--- config.mk ---
export PLATFORM = sky130hd
export DESIGN_NAME = neuron_mac
export DESIGN_NICKNAME = d
export VERILOG_FILES = /design/src/rtl/neuron_mac.sv
export SDC_FILE = /design/constraint.sdc
export NUM_CORES = 1
export LEC_CHECK = 0
export CAP_MARGIN = 10
export CORE_ASPECT_RATIO = 0.5
export CORE_MARGIN = 8
export CORE_UTILIZATION = 49
export DETAILED_ROUTE_END_ITERATION = 10
export GPL_ROUTABILITY_DRIVEN = 0
export MAX_ROUTING_LAYER = met4
export PLACE_DENSITY = 0.73
export SYNTH_ARGS = -nofsm -noshare
export SYNTH_HDL_FRONTEND = slang
export SYNTH_SLANG_ARGS = --single-unit
--- constraint.sdc ---
create_clock -name clk -period 9.82 [get_ports clk]
set_input_delay 1.473 -clock clk [delete_from_list [all_inputs] [get_ports clk]]
set_output_delay 1.473 -clock clk [all_outputs]
set_load 0.05 [all_outputs]
--- src/rtl/neuron_mac.sv ---
// neuron_mac: streams two vectors from mem, signed fixed-point MAC, writes saturated result.
// Optional fused ReLU on the written value when NEURON_MAC_RELU_EN is defined.
module neuron_mac #(
    parameter int ADDR_WIDTH = 4,
    parameter int DATA_WIDTH = 16,
    parameter int FRAC_BITS  = 8,
    parameter int ACC_WIDTH  = 40
) (
    input  logic                  clk,
    input  logic                  rst_n,
    input  logic                  start,
    input  logic [ADDR_WIDTH-1:0] base_a,
    input  logic [ADDR_WIDTH-1:0] base_b,
    input  logic [ADDR_WIDTH:0]   length,
    input  logic [ADDR_WIDTH-1:0] dst_addr,
    output logic [ADDR_WIDTH-1:0] read_addr_1,
    output logic [ADDR_WIDTH-1:0] read_addr_2,
    input  logic [DATA_WIDTH-1:0] read_data_1,
    input  logic [DATA_WIDTH-1:0] read_data_2,
    output logic                  write_en,
    output logic [ADDR_WIDTH-1:0] write_addr,
    output logic [DATA_WIDTH-1:0] write_data,
    output logic                  busy,
    output logic                  done
);

    typedef enum logic [2:0] {
        S_IDLE,
        S_READ,
        S_DRAIN,
        S_WRITE,
        S_DONE
    } state_t;

    state_t r_state;
    state_t w_next;

    logic [ADDR_WIDTH-1:0] r_base_a;
    logic [ADDR_WIDTH-1:0] r_base_b;
    logic [ADDR_WIDTH-1:0] r_dst;
    logic [ADDR_WIDTH:0]   r_len;
    logic [ADDR_WIDTH:0]   r_idx;
    logic                  r_valid;

    logic signed [ACC_WIDTH-1:0]    r_acc;
    logic signed [2*DATA_WIDTH-1:0] w_prod;
    logic signed [ACC_WIDTH-1:0]    w_prod_ext;
    logic signed [ACC_WIDTH-1:0]    w_acc_next;
    logic signed [ACC_WIDTH-1:0]    w_shift;
    logic [ACC_WIDTH-DATA_WIDTH:0]  w_hi;
    logic                           w_fits;
    logic [DATA_WIDTH-1:0]          w_sat;
    logic [DATA_WIDTH-1:0]          w_result;

    // r_idx counts reads already issued; the first is issued on the start edge
    always_comb begin
        w_next = r_state;
        unique case (r_state)
            S_IDLE:  if (start) w_next = (length == '0) ? S_DRAIN : S_READ;
            S_READ:  if (r_idx == r_len) w_next = S_DRAIN;
            S_DRAIN: w_next = S_WRITE;
            S_WRITE: w_next = S_DONE;
            S_DONE:  w_next = S_IDLE;
            default: w_next = S_IDLE;
        endcase
    end

    always_comb begin
        w_prod     = $signed(read_data_1) * $signed(read_data_2);
        w_prod_ext = {{(ACC_WIDTH-2*DATA_WIDTH){w_prod[2*DATA_WIDTH-1]}}, w_prod};
        w_acc_next = r_valid ? r_acc + w_prod_ext : r_acc;
        w_shift    = w_acc_next >>> FRAC_BITS;
        w_hi       = w_shift[ACC_WIDTH-1:DATA_WIDTH-1];
        w_fits     = (&w_hi) | ~(|w_hi);
        if (w_fits)
            w_sat = w_shift[DATA_WIDTH-1:0];
        else if (w_shift[ACC_WIDTH-1])
            w_sat = {1'b1, {(DATA_WIDTH-1){1'b0}}};
        else
            w_sat = {1'b0, {(DATA_WIDTH-1){1'b1}}};
`ifdef NEURON_MAC_RELU_EN
        w_result = w_sat[DATA_WIDTH-1] ? '0 : w_sat;
`else
        w_result = w_sat;
`endif
    end

    always_ff @(posedge clk or negedge rst_n) begin
        if (!rst_n) r_state <= S_IDLE;
        else        r_state <= w_next;
    end

    always_ff @(posedge clk or negedge rst_n) begin
        if (!rst_n) begin
            r_base_a    <= '0;
            r_base_b    <= '0;
            r_dst       <= '0;
            r_len       <= '0;
            r_idx       <= '0;
            r_valid     <= 1'b0;
            r_acc       <= '0;
            read_addr_1 <= '0;
            read_addr_2 <= '0;
            write_en    <= 1'b0;
            write_addr  <= '0;
            write_data  <= '0;
            busy        <= 1'b0;
            done        <= 1'b0;
        end else begin
            busy     <= (w_next != S_IDLE);
            done     <= (w_next == S_DONE);
            write_en <= (w_next == S_WRITE);
            r_valid  <= (r_state == S_READ);
            unique case (r_state)
                S_IDLE: begin
                    if (start) begin
                        r_base_a <= base_a;
                        r_base_b <= base_b;
                        r_len    <= length;
                        r_dst    <= dst_addr;
                        r_acc    <= '0;
                        r_idx    <= '0;
                        if (length != '0) begin
                            read_addr_1 <= base_a;
                            read_addr_2 <= base_b;
                            r_idx       <= 1;
                        end
                    end
                end
                S_READ: begin
                    r_acc <= w_acc_next;
                    if (r_idx != r_len) begin
                        read_addr_1 <= r_base_a + r_idx[ADDR_WIDTH-1:0];
                        read_addr_2 <= r_base_b + r_idx[ADDR_WIDTH-1:0];
                        r_idx       <= r_idx + 1'b1;
                    end
                end
                S_DRAIN: begin
                    r_acc      <= w_acc_next;
                    write_addr <= r_dst;
                    write_data <= w_result;
                end
                default: begin
                end
            endcase
        end
    end

endmodule

======== Word-level counts from Yosys, hierarchy flattened ========
Index checks and enable logic that the tools add are counted.
word-level totals
  bits in registers ....................... 97
  latch bits .............................. 0
  memory bits (writable) .................. 0
  memory bits (read-only) ................. 0
  bits of input ports ..................... 52
  output and inout port bits .............. 31
  logic and storage cells ................. 69
  memories kept ........................... 0
cells by class
  add/sub/neg operators ................... 4
  $mul .................................... 1
  div/mod/pow operators ................... 0
  order comparisons ....................... 0
  equal/unequal tests ..................... 11
  shifts and indexed selects .............. 0
  multiplexer cells ....................... 21
  bitwise operators ....................... 2
  reduce and logical (&&, ||, !) cells .... 14
operators with widths
  cell                   count
  $mux W40               2
  $pmux W40 S2           1
  $add A40 B32 Y40       1
  $mul A16 B16 Y32       1
  $mux W16               2
  $mux W4                6
  $reduce_and A17 Y1     1
  $reduce_or A17 Y1      1
  $pmux W4 S2            2
  $pmux W3 S4            1
  $mux W5                2
  $pmux W5 S2            1
  $eq A3 B2 Y1 const B   3
  $add A4 B4 Y4          2
  $mux W3                2
  $reduce_and A3 Y1      2
  $add A5 B1 Y5 const B  1
  $eq A5 B5 Y1           1
  $logic_not A5 Y1       1
  $ne A5 B5 Y1           1
  $reduce_bool A5 Y1     1
  $ne A2 B1 Y1 const B   2
  $ne A2 B2 Y1 const B   2
  $reduce_and A2 Y1      2
  other kinds (11)       12

======== Depth between registers and ports, before layout ========
Gate-level depths: netlist of run 1.
  word-level depth ........................ 7
  depth in mapped cells ................... 28
  gate-level depth less buffers ........... 25

======== Worst setup path before layout of run 1 ========
OpenSTA, ideal clock, no wires.
  path kind ............................... in2reg
  from .................................... input read_data_1[15]
  to ...................................... register write_data[12]
  library setup time ...................... 0.123 ns
  data arrival time ....................... 7.906 ns
  data required time ...................... 9.697 ns
  path slack .............................. 1.791 ns
  cell stages on the path ................. 25
  path buffers ............................ 3
  cells stage by stage .................... clkbuf_1 -> nand2_1 -> inv_1 -> fa_1 -> fa_1 -> fa_1 -> fa_1 -> fa_1 -> inv_1 -> fa_1 -> inv_1 -> ha_1 -> buf_2 -> nand2_1 -> nor4_4 -> a31oi_4 -> a31oi_4 -> a31oi_1 -> xnor2_1 -> mux2_2 -> nor4_1 -> nand4_1 -> o21ai_2 -> buf_6 -> o2bb2ai_1
on the way
  longest elaborated chain between the ends .. 7
  elaborated cells on any way between the ends .. 9
  those cells by class .................... add/sub (1); mul (1); mux (3); bitwise (2); reduce/logical (2)
ends and longest elaborated chain
  element               line  text
  start, declared       18    input logic [DATA_WIDTH-1:0] read_data_1,
  $mul A16 B16 Y32 *    69    w_prod = $signed(read_data_1) * $signed(read_data_2);
  $add A40 B32 Y40 *    71    w_acc_next = r_valid ? r_acc + w_prod_ext : r_acc;
  $mux W40 *            71
  $reduce_or A17 Y1     74    w_fits = (&w_hi) | ~(|w_hi);
  $not A1 Y1            74
  $or A1 B1 Y1          74
  $mux W16 *            75    if (w_fits)
  end signal, assigned  141   write_data <= w_result;
  end, declared         22    output logic [DATA_WIDTH-1:0] write_data,
Every way passes the cells marked *; elsewhere a longest branch is shown, timed or not. The select of a mux whose other input is x is not followed.
A chain may end at the register's enable or synchronous reset.

======== Worst setup path after layout of run 1 ========
  from .................................... input read_data_1[15]
  to ...................................... register write_data[15]
The elaborated chain is that of the path after synthesis.

==> results.json, run 1 <==
{
  "final_nets": 2393,
  "maxCapViolCount": 0,
  "fin_worst_skew_ns": 0.01117,
  "ctsResizeCount": 0,
  "numCtsBuffers": 9,
  "synth_top_family_by_area": "adder cells",
  "synth.most_common_cell": "inv_1",
  "ys_ff_latch": 97,
  "dieArea_um2": 41460,
  "core_region_area_um2": 34410,
  "fmax_mhz": 108.5,
  "grt_pass1_wl_um": 66660,
  "finalSetupViolations": 0,
  "synth_xor_area_frac": 0.02461,
  "synth_top_area_share": 0.3891,
  "die_x_um": 280.1,
  "max_stage_delay_ns": 0.86,
  "period_minus_slack_ns": 9.213,
  "drv_slew": 0,
  "drc": 0,
  "drt_first_pass_iters": 5,
  "synth_compound_area_frac": 0.09573,
  "numPortBuffers": 82,
  "postCtsSetupBuffers": 0,
  "crit_type": "in2reg",
  "synth_edf_count": 0,
  "grt_max_degree": 56,
  "synthTopCellsByCount": "inv_1, fa_1, nand2_1",
  "holdBufCountCts": 0,
  "register_area_um2": 2427,
  "status": "complete, no violations",
  "crit_chain": "clkdlybuf4s50_1, nand2_1, inv_1, fa_1, fa_1, fa_1, inv_1, fa_1, inv_1, fa_1, inv_1, fa_1, inv_1, ha_1, nand2_1, o21ai_0, nand3_1, a21boi_0, o21ai_0, o311ai_1, mux2i_1, nor4b_2, a41o_4, o221ai_1",
  "required_ns": 10.02,
  "multi_input_area_um2": 13020,
  "hpwl_um": 32650,
  "synthTopCellsByArea": "fa_1, dfrtp_1, ha_1",
  "grt_setup_unrepaired": "no",
  "syn_avg_cell_area_um2": 9.330,
  "drt-initial-drc-count": 933,
  "hold_violations": 0,
  "netlist_area_um2": 17080,
  "synth.mux.area_fraction": 0.01318,
  "fp.dieH_um": 148.0,
  "ios": 83,
  "yosys.area.top_type": "fa_1",
  "cts_root_buf": "clkbuf_16",
  "grt_usage": 0.1997,
  "cts_sinks": 97,
  "clk_path_buf_depth": 2,
  "antenna_cells": 0,
  "drt-total-wl_um": 38440,
  "holdWs_ns": 0.4660,
  "clk_latency_ns": 0.35,
  "crit_slowest_cell": "clkdlybuf4s50_1",
  "path_delay_family": "adder cells",
  "critical_path.most_common_cell": "fa_1",
  "synth_cells": 1831,
  "yosys.area_share.simple": 0.1495,
  "grt_pass1_vias": 13211,
  "start_util": 0.4964,
  "synth-async-reset-ratio": 1.000,
  "drive_above_1_share": 0.04545,
  "ctsHtreeMaxLevel": 3,
  "wl_per_cell_um": 16.24,
  "hold_path.class": "reg2reg",
  "num_rows": 48,
  "synth_nets": 2337,
  "finalSetupTns_ns": 0,
  "cts_tree": "yes",
  "post-route-period-util": 0.9382,
  "slew_headroom": 0.2010,
  "ys.flop_type": "dfrtp_1",
  "cp_num_buf_inv": 6,
  "fillers": 3078,
  "clk_pin_slew_ns": 0.07,
  "overflow": 0,
  "synth_cell_types": 75,
  "crit_fanout": 16,
  "num_vias": 12519,
  "cp_data_arrival_time_ns": 9.42,
  "synthAdderAreaFrac": 0.4784,
  "tightest_slew_ns": 1.197,
  "start_kind": "primary input",
  "via_per_inst": 5.289,
  "yosysWarnings": 0,
  "worstSetupEndpointType": "register",
  "ys_seq_area_frac": 0.1421,
  "syn2layout_area_growth_pct": 9.536,
  "antenna_found_initial": 0,
  "ant_nets": 0
}
[flip-flops by register name, indices dropped and copies added, names as in the netlist, 3 cells and up]
signal and flops:
write_data 16, r_idx 5, write_addr 4, r_dst 4, r_base_b 4, r_len 5
r_state 3, read_addr_1 4, read_addr_2 4, r_acc 40, r_base_a 4
[stage by stage]
step / instance area [um2] / std cells / worst slack (ns) / utilization
after global placement: 18420 / 2350 / 0.5086 / 0.5352
final: 18710 / 2367 / 0.6067 / 0.5437
after detailed placement: 18420 / 2350 / 0.3167 / 0.5352
after floorplan: 17080 / 1831 / 1.791 / -
after CTS: 18700 / 2366 / 0.6512 / 0.5435
after global routing: 18710 / 2367 / 0.09401 / 0.5437
[metal layers]
layer	track usage	up-vias	wire, um
met5	-	-	0
met4	0.03100	0	560
met3	0.02392	43	1927
met2	0.3198	324	18460
met1	0.2784	6365	17490
li1	-	5787	-
[area by class of cell]
type                    count  share of cell area
clock buffers              10             0.01277
clock inverters             6            0.002541
inverters                 370             0.07422
multi-input cells        1303              0.6956
flip-flops and latches     97              0.1297
well taps                 475             0.03176
repair buffers            106             0.05336
[worst paths after layout]
| path | startpoint | end | slack [ns] | cells after the start |
|---|---|---|---|---|
| setup / recovery | read_data_1[15] | write_data[15] | 0.61 | 24 |
| hold / removal | r_dst[2] | write_addr[2] | 0.47 | 2 |
| setup reg to reg | r_acc[15] | write_data[7] | 3.36 | 21 |
| hold reg to reg | r_dst[2] | write_addr[2] | 0.47 | 2 |
| max in group asynchronous | rst_n | r_acc[3] | 7.61 | 2 |
| min in group asynchronous | rst_n | read_addr_1[2] | 1.12 | 1 |
[kinds of logic after synthesis]
family	after synthesis
fa+ha+maj	454
mux	22
xor+xnor	48
buf+inv	431
flops	97
simple gates	547
compound gates	232
[worst register-to-register path: stages (launching register included)]
cell and delay (ns):
dfrtp_1 0.40, inv_1 0.07, fa_1 0.50, inv_1 0.05, fa_1 0.53, fa_1 0.45, fa_1 0.55, inv_1 0.05
fa_1 0.48, inv_1 0.05, ha_1 0.43, and4_1 0.26, and3_1 0.17, o211ai_1 0.18, a21oi_1 0.36, o21ai_1 0.17
and3_1 0.22, o31ai_1 0.60, a2111oi_0 0.17, nand4_1 0.17, o21ai_2 0.26, o2bb2ai_2 0.24
[placed cells by master (no fill, tap or decap), types with 10 or more instances in the layout]
master	count
a21oi_1	52
a22o_1	10
a31oi_1	12
and2_1	115
buf_4	25
clkdlybuf4s50_1	81
dfrtp_1	97
fa_1	332
ha_1	122
inv_1	369
mux2i_1	18
nand2_1	273
nand3_1	16
nand4_1	12
nor2_1	86
o211ai_1	12
o21ai_0	56
o21ai_1	13
o2bb2ai_2	10
xnor2_1	27
xor2_1	21
Power of run 1 is left out: the tool's default activity adds up to more than one toggle a clock period on the data nets, which glitch-free logic cannot reach.
==> run 2: changes to the inputs <==
- ABC_CLOCK_PERIOD_IN_PS: default -> 9820
- REMOVE_ABC_BUFFERS: default -> 1
==> results.json, run 2 (synthesis results as in run 1) <==
{
  "grt_pass1_wl_um": 66940,
  "worstSetupEndpointType": "register",
  "start_kind": "primary input",
  "largest_register": "r_acc",
  "ant_nets": 0,
  "clk_pin_slew_ns": 0.07,
  "hold_violations": 0,
  "grt_setup_unrepaired": "no",
  "grt_usage": 0.2006,
  "finalSetupTns_ns": 0,
  "start_util": 0.4964,
  "final_nets": 2394,
  "hold_path.class": "reg2reg",
  "drt-total-wl_um": 38660,
  "cts_tree": "yes",
  "postCtsSetupBuffers": 0,
  "preCtsSetupSlack_ns": 0.3151,
  "fin_worst_skew_ns": 0.007961,
  "fmax_mhz": 108.9,
  "final_common_cell": "inv_1",
  "maxCapViolCount": 0,
  "period_minus_slack_ns": 9.180,
  "antenna_found_initial": 0,
  "dieArea_um2": 41460,
  "grt_max_degree": 78,
  "via_per_inst": 5.287,
  "numCtsBuffers": 9,
  "status": "complete, no violations",
  "clk_latency_ns": 0.34,
  "num_vias": 12519,
  "drt-initial-drc-count": 780,
  "syn2layout_area_growth_pct": 9.771,
  "holdBufCountCts": 0,
  "cp_data_arrival_time_ns": 9.38,
  "drc": 0,
  "post-route-period-util": 0.9348,
  "antenna_cells": 0,
  "reg.largest.list": "r_acc x40, write_data x16",
  "r2r-start": "r_acc[15]",
  "num_rows": 48,
  "ctsResizeCount": 0,
  "overflow": 0,
  "setup_slack_ns": 0.6403,
  "most-common-layout-cells": "inv_1, fa_1, nand2_1",
  "cts_root_buf": "clkbuf_16",
  "drv_slew": 0,
  "finalSetupViolations": 0,
  "largest_reg_flops": 40,
  "hpwl_um": 32910,
  "required_ns": 10.02,
  "drt_first_pass_iters": 5,
  "cts_sinks": 97,
  "wl_per_cell_um": 16.33,
  "fillers": 2991,
  "numPortBuffers": 82,
  "tightest_slew_ns": 1.069,
  "drive_above_1_share": 0.04596,
  "grt_pass1_vias": 13291,
  "crit_fanout": 16,
  "clk_path_buf_depth": 2,
  "hold_start": "r_dst[2]",
  "die_x_um": 280.1,
  "ctsHtreeMaxLevel": 3,
  "crit_type": "in2reg",
  "startpoint": "read_data_2[2]",
  "slew_headroom": 0.2854,
  "ios": 83,
  "fp.dieH_um": 148.0,
  "core_region_area_um2": 34410
}
## run 2: critical path: stages
cell and delay, ns:
clkdlybuf4s50_1 0.90, nand2_1 0.19, inv_1 0.11, fa_1 0.55
fa_1 0.79, fa_1 0.50, inv_1 0.25, fa_1 0.54
inv_1 0.06, fa_1 0.52, inv_1 0.05, fa_1 0.47
inv_1 0.04, ha_1 0.36, nand2_1 0.15, o21ai_0 0.44
nand3_1 0.12, a21boi_0 0.17, o21ai_0 0.12, o311ai_1 0.18
mux2i_1 0.43, nor4b_2 0.32, a41o_4 0.43, o221ai_1 0.17
## run 2: layout make-up
class | instances | area [um2] | area share
multi-input combinational | 1303 | 13020 | 0.6941
tap | 475 | 594.3 | 0.03169
sequential | 97 | 2427 | 0.1294
clock buffer | 11 | 252.7 | 0.01348
clock inverter | 5 | 62.56 | 0.003336
inverter | 370 | 1389 | 0.07406
timing repair buffer | 107 | 1010 | 0.05385
## run 2: path summary, 6_finish.rpt
kind,end,slack [ns],depth (start not counted)
min in group asynchronous,read_addr_2[2],1.01,1
hold reg to reg,write_addr[2],0.48,2
setup / recovery,write_data[15],0.64,24
setup reg to reg,write_data[10],3.29,21
max in group asynchronous,r_dst[2],7.56,2
hold / removal,write_addr[2],0.48,2
## run 2: per-layer routing
layer	global-route usage	vias up	share of wire
met5	-	-	0
met4	0.02712	0	0.0096
met3	0.02754	25	0.056
met2	0.3240	345	0.48
met1	0.2767	6366	0.45
li1	-	5783	-
## run 2: stage by stage
| step | util | cells | hold slack [ns] | instance area (um2) |
|---|---|---|---|---|
| after floorplan | - | 1770 | 0.4386 | 16820 |
| after global placement | 0.5354 | 2351 | 0.4457 | 18430 |
| after detailed placement | 0.5354 | 2351 | 0.4616 | 18430 |
| after CTS | 0.5446 | 2367 | 0.4664 | 18740 |
| after global routing | 0.5449 | 2368 | 0.4845 | 18750 |
| final | 0.5449 | 2368 | 0.4766 | 18750 |
Power of run 2 is left out for the same reason.
==> run 3: changes to the inputs <==
- CAP_MARGIN: 10 -> default
- CORE_UTILIZATION: 49 -> 65
- PLACE_DENSITY: 0.73 -> 0.91
==> results.json, run 3 (synthesis results as in run 1) <==
{
  "grt_pass1_wl_um": 73350,
  "drv_slew": 0,
  "ant_nets": 0,
  "cts_root_buf": "clkbuf_16",
  "ctsHtreeMaxLevel": 3,
  "post-route-period-util": 0.9449,
  "final_area_um2": 18550,
  "status": "complete, no violations",
  "period_minus_slack_ns": 9.279,
  "required_ns": 10.03,
  "crit_type": "in2reg",
  "core_region_area_um2": 26120,
  "start_util": 0.6541,
  "num_rows": 42,
  "num_vias": 13533,
  "cp_data_arrival_time_ns": 9.49,
  "grt_max_degree": 80,
  "finalSetupViolations": 0,
  "cts_tree": "yes",
  "final_nets": 2388,
  "syn2layout_area_growth_pct": 8.577,
  "worstSetupEndpointType": "register",
  "numCtsBuffers": 9,
  "clk_path_buf_depth": 2,
  "stdcell_count": 2239,
  "drt_first_pass_iters": 5,
  "wl_per_cell_um": 19.46,
  "overflow": 0,
  "antenna_cells": 0,
  "crit_fanout": 16,
  "clk_latency_ns": 0.36,
  "grt_pass1_vias": 14831,
  "clk_pin_slew_ns": 0.07,
  "fin_worst_skew_ns": 0.01344,
  "maxCapViolCount": 0,
  "finalSetupTns_ns": 0,
  "dieArea_um2": 32040,
  "final_common_cell": "inv_1",
  "antenna_found_initial": 0,
  "most-common-layout-cells": "inv_1, fa_1, nand2_1",
  "drive_above_1_share": 0.04293,
  "drt-initial-drc-count": 1495,
  "largest_register": "r_acc",
  "tightest_slew_ns": 1.241,
  "reg.largest.list": "r_acc x40, write_data x16",
  "hold_path.class": "reg2reg",
  "fp.dieH_um": 130.6,
  "die_x_um": 245.3,
  "ios": 83,
  "slew_headroom": 0.1720,
  "via_per_inst": 6.044,
  "hpwl_um": 35130,
  "hold_violations": 0,
  "dp.cells": 2223,
  "grt_usage": 0.2927,
  "start_kind": "primary input",
  "largest_reg_flops": 40,
  "drc": 0,
  "fillers": 1658,
  "cts_sinks": 97,
  "drt-total-wl_um": 43560,
  "holdBufCountCts": 0,
  "fmax_mhz": 107.8,
  "numPortBuffers": 82,
  "grt_setup_unrepaired": "no",
  "dpl_cell_area_um2": 18230
}
==> run 3: changes by cell type in the layout (fill, tap and decap cells not counted), sizes merged <==
cell      before  now
buf           26   20
bufinv         1    0
clkbuf        11    9
clkinv         1    3
clkinvlp       2    0
inv          371  374
==> run 3: worst max-delay path: stages <==
cell and delay (ns):
clkdlybuf4s50_1 0.91, nand2_1 0.33, fa_1 0.67, inv_1 0.09, fa_1 0.71, fa_1 0.49, inv_1 0.25, fa_1 0.54
inv_1 0.06, fa_1 0.53, inv_1 0.05, fa_1 0.47, inv_1 0.04, ha_1 0.34, a21oi_1 0.24, o21ai_1 0.14
a211oi_1 0.23, o211ai_1 0.15, o211ai_2 0.20, a21oi_2 0.08, or3_1 0.32, a21oi_2 0.25, xnor2_1 0.22, o21ai_4 0.54
o2bb2ai_1 0.15
==> run 3: routing by layer <==
metal | global-route usage | part of all wire
met1 | 0.3546 | 0.38
met2 | 0.5041 | 0.50
met3 | 0.04586 | 0.084
met4 | 0.1015 | 0.037
met5 | - | 0
==> run 3: path summary, 6_finish.rpt <==
kind,cells past startpoint,endpoint,from,slack (ns)
max,25,write_data[12],read_data_1[15],0.54
min,2,r_dst[2],r_dst[2],0.48
max reg2reg,21,write_data[12],r_acc[15],3.29
min reg2reg,2,r_dst[2],r_dst[2],0.48
max in group asynchronous,2,write_addr[1],rst_n,7.58
min in group asynchronous,1,r_base_b[2],rst_n,0.99
==> run 3: what timing repair did <==
item | in CTS | in global routing
endpoints found under the setup margin | 0 | 15
buffers inserted | 0 | 0
resized for setup | 0 | 1
==> run 3: cell type report <==
class / instances / area (um2) / area share
Tap cell: 352 / 440.4 / 0.02375
Clock buffer: 9 / 225.2 / 0.01214
Inverter: 370 / 1389 / 0.07488
Multi-Input combinational cell: 1303 / 13020 / 0.7022
Sequential cell: 97 / 2427 / 0.1309
Timing Repair Buffer: 101 / 960.9 / 0.05181
Clock inverter: 7 / 81.33 / 0.004385
==> run 3: through the flow <==
stage | worst slack [ns] | util | hold WS [ns]
3_3_place_gp | 0.5823 | 0.6981 | 0.4464
5_1_grt | 0.02153 | 0.7102 | 0.5023
6_report | 0.5409 | 0.7102 | 0.4806
2_1_floorplan | 1.979 | - | 0.4386
4_1_cts | 0.4357 | 0.7099 | 0.4804
3_5_place_dp | 0.1596 | 0.6981 | 0.4562
Power of run 3 is left out for the same reason.
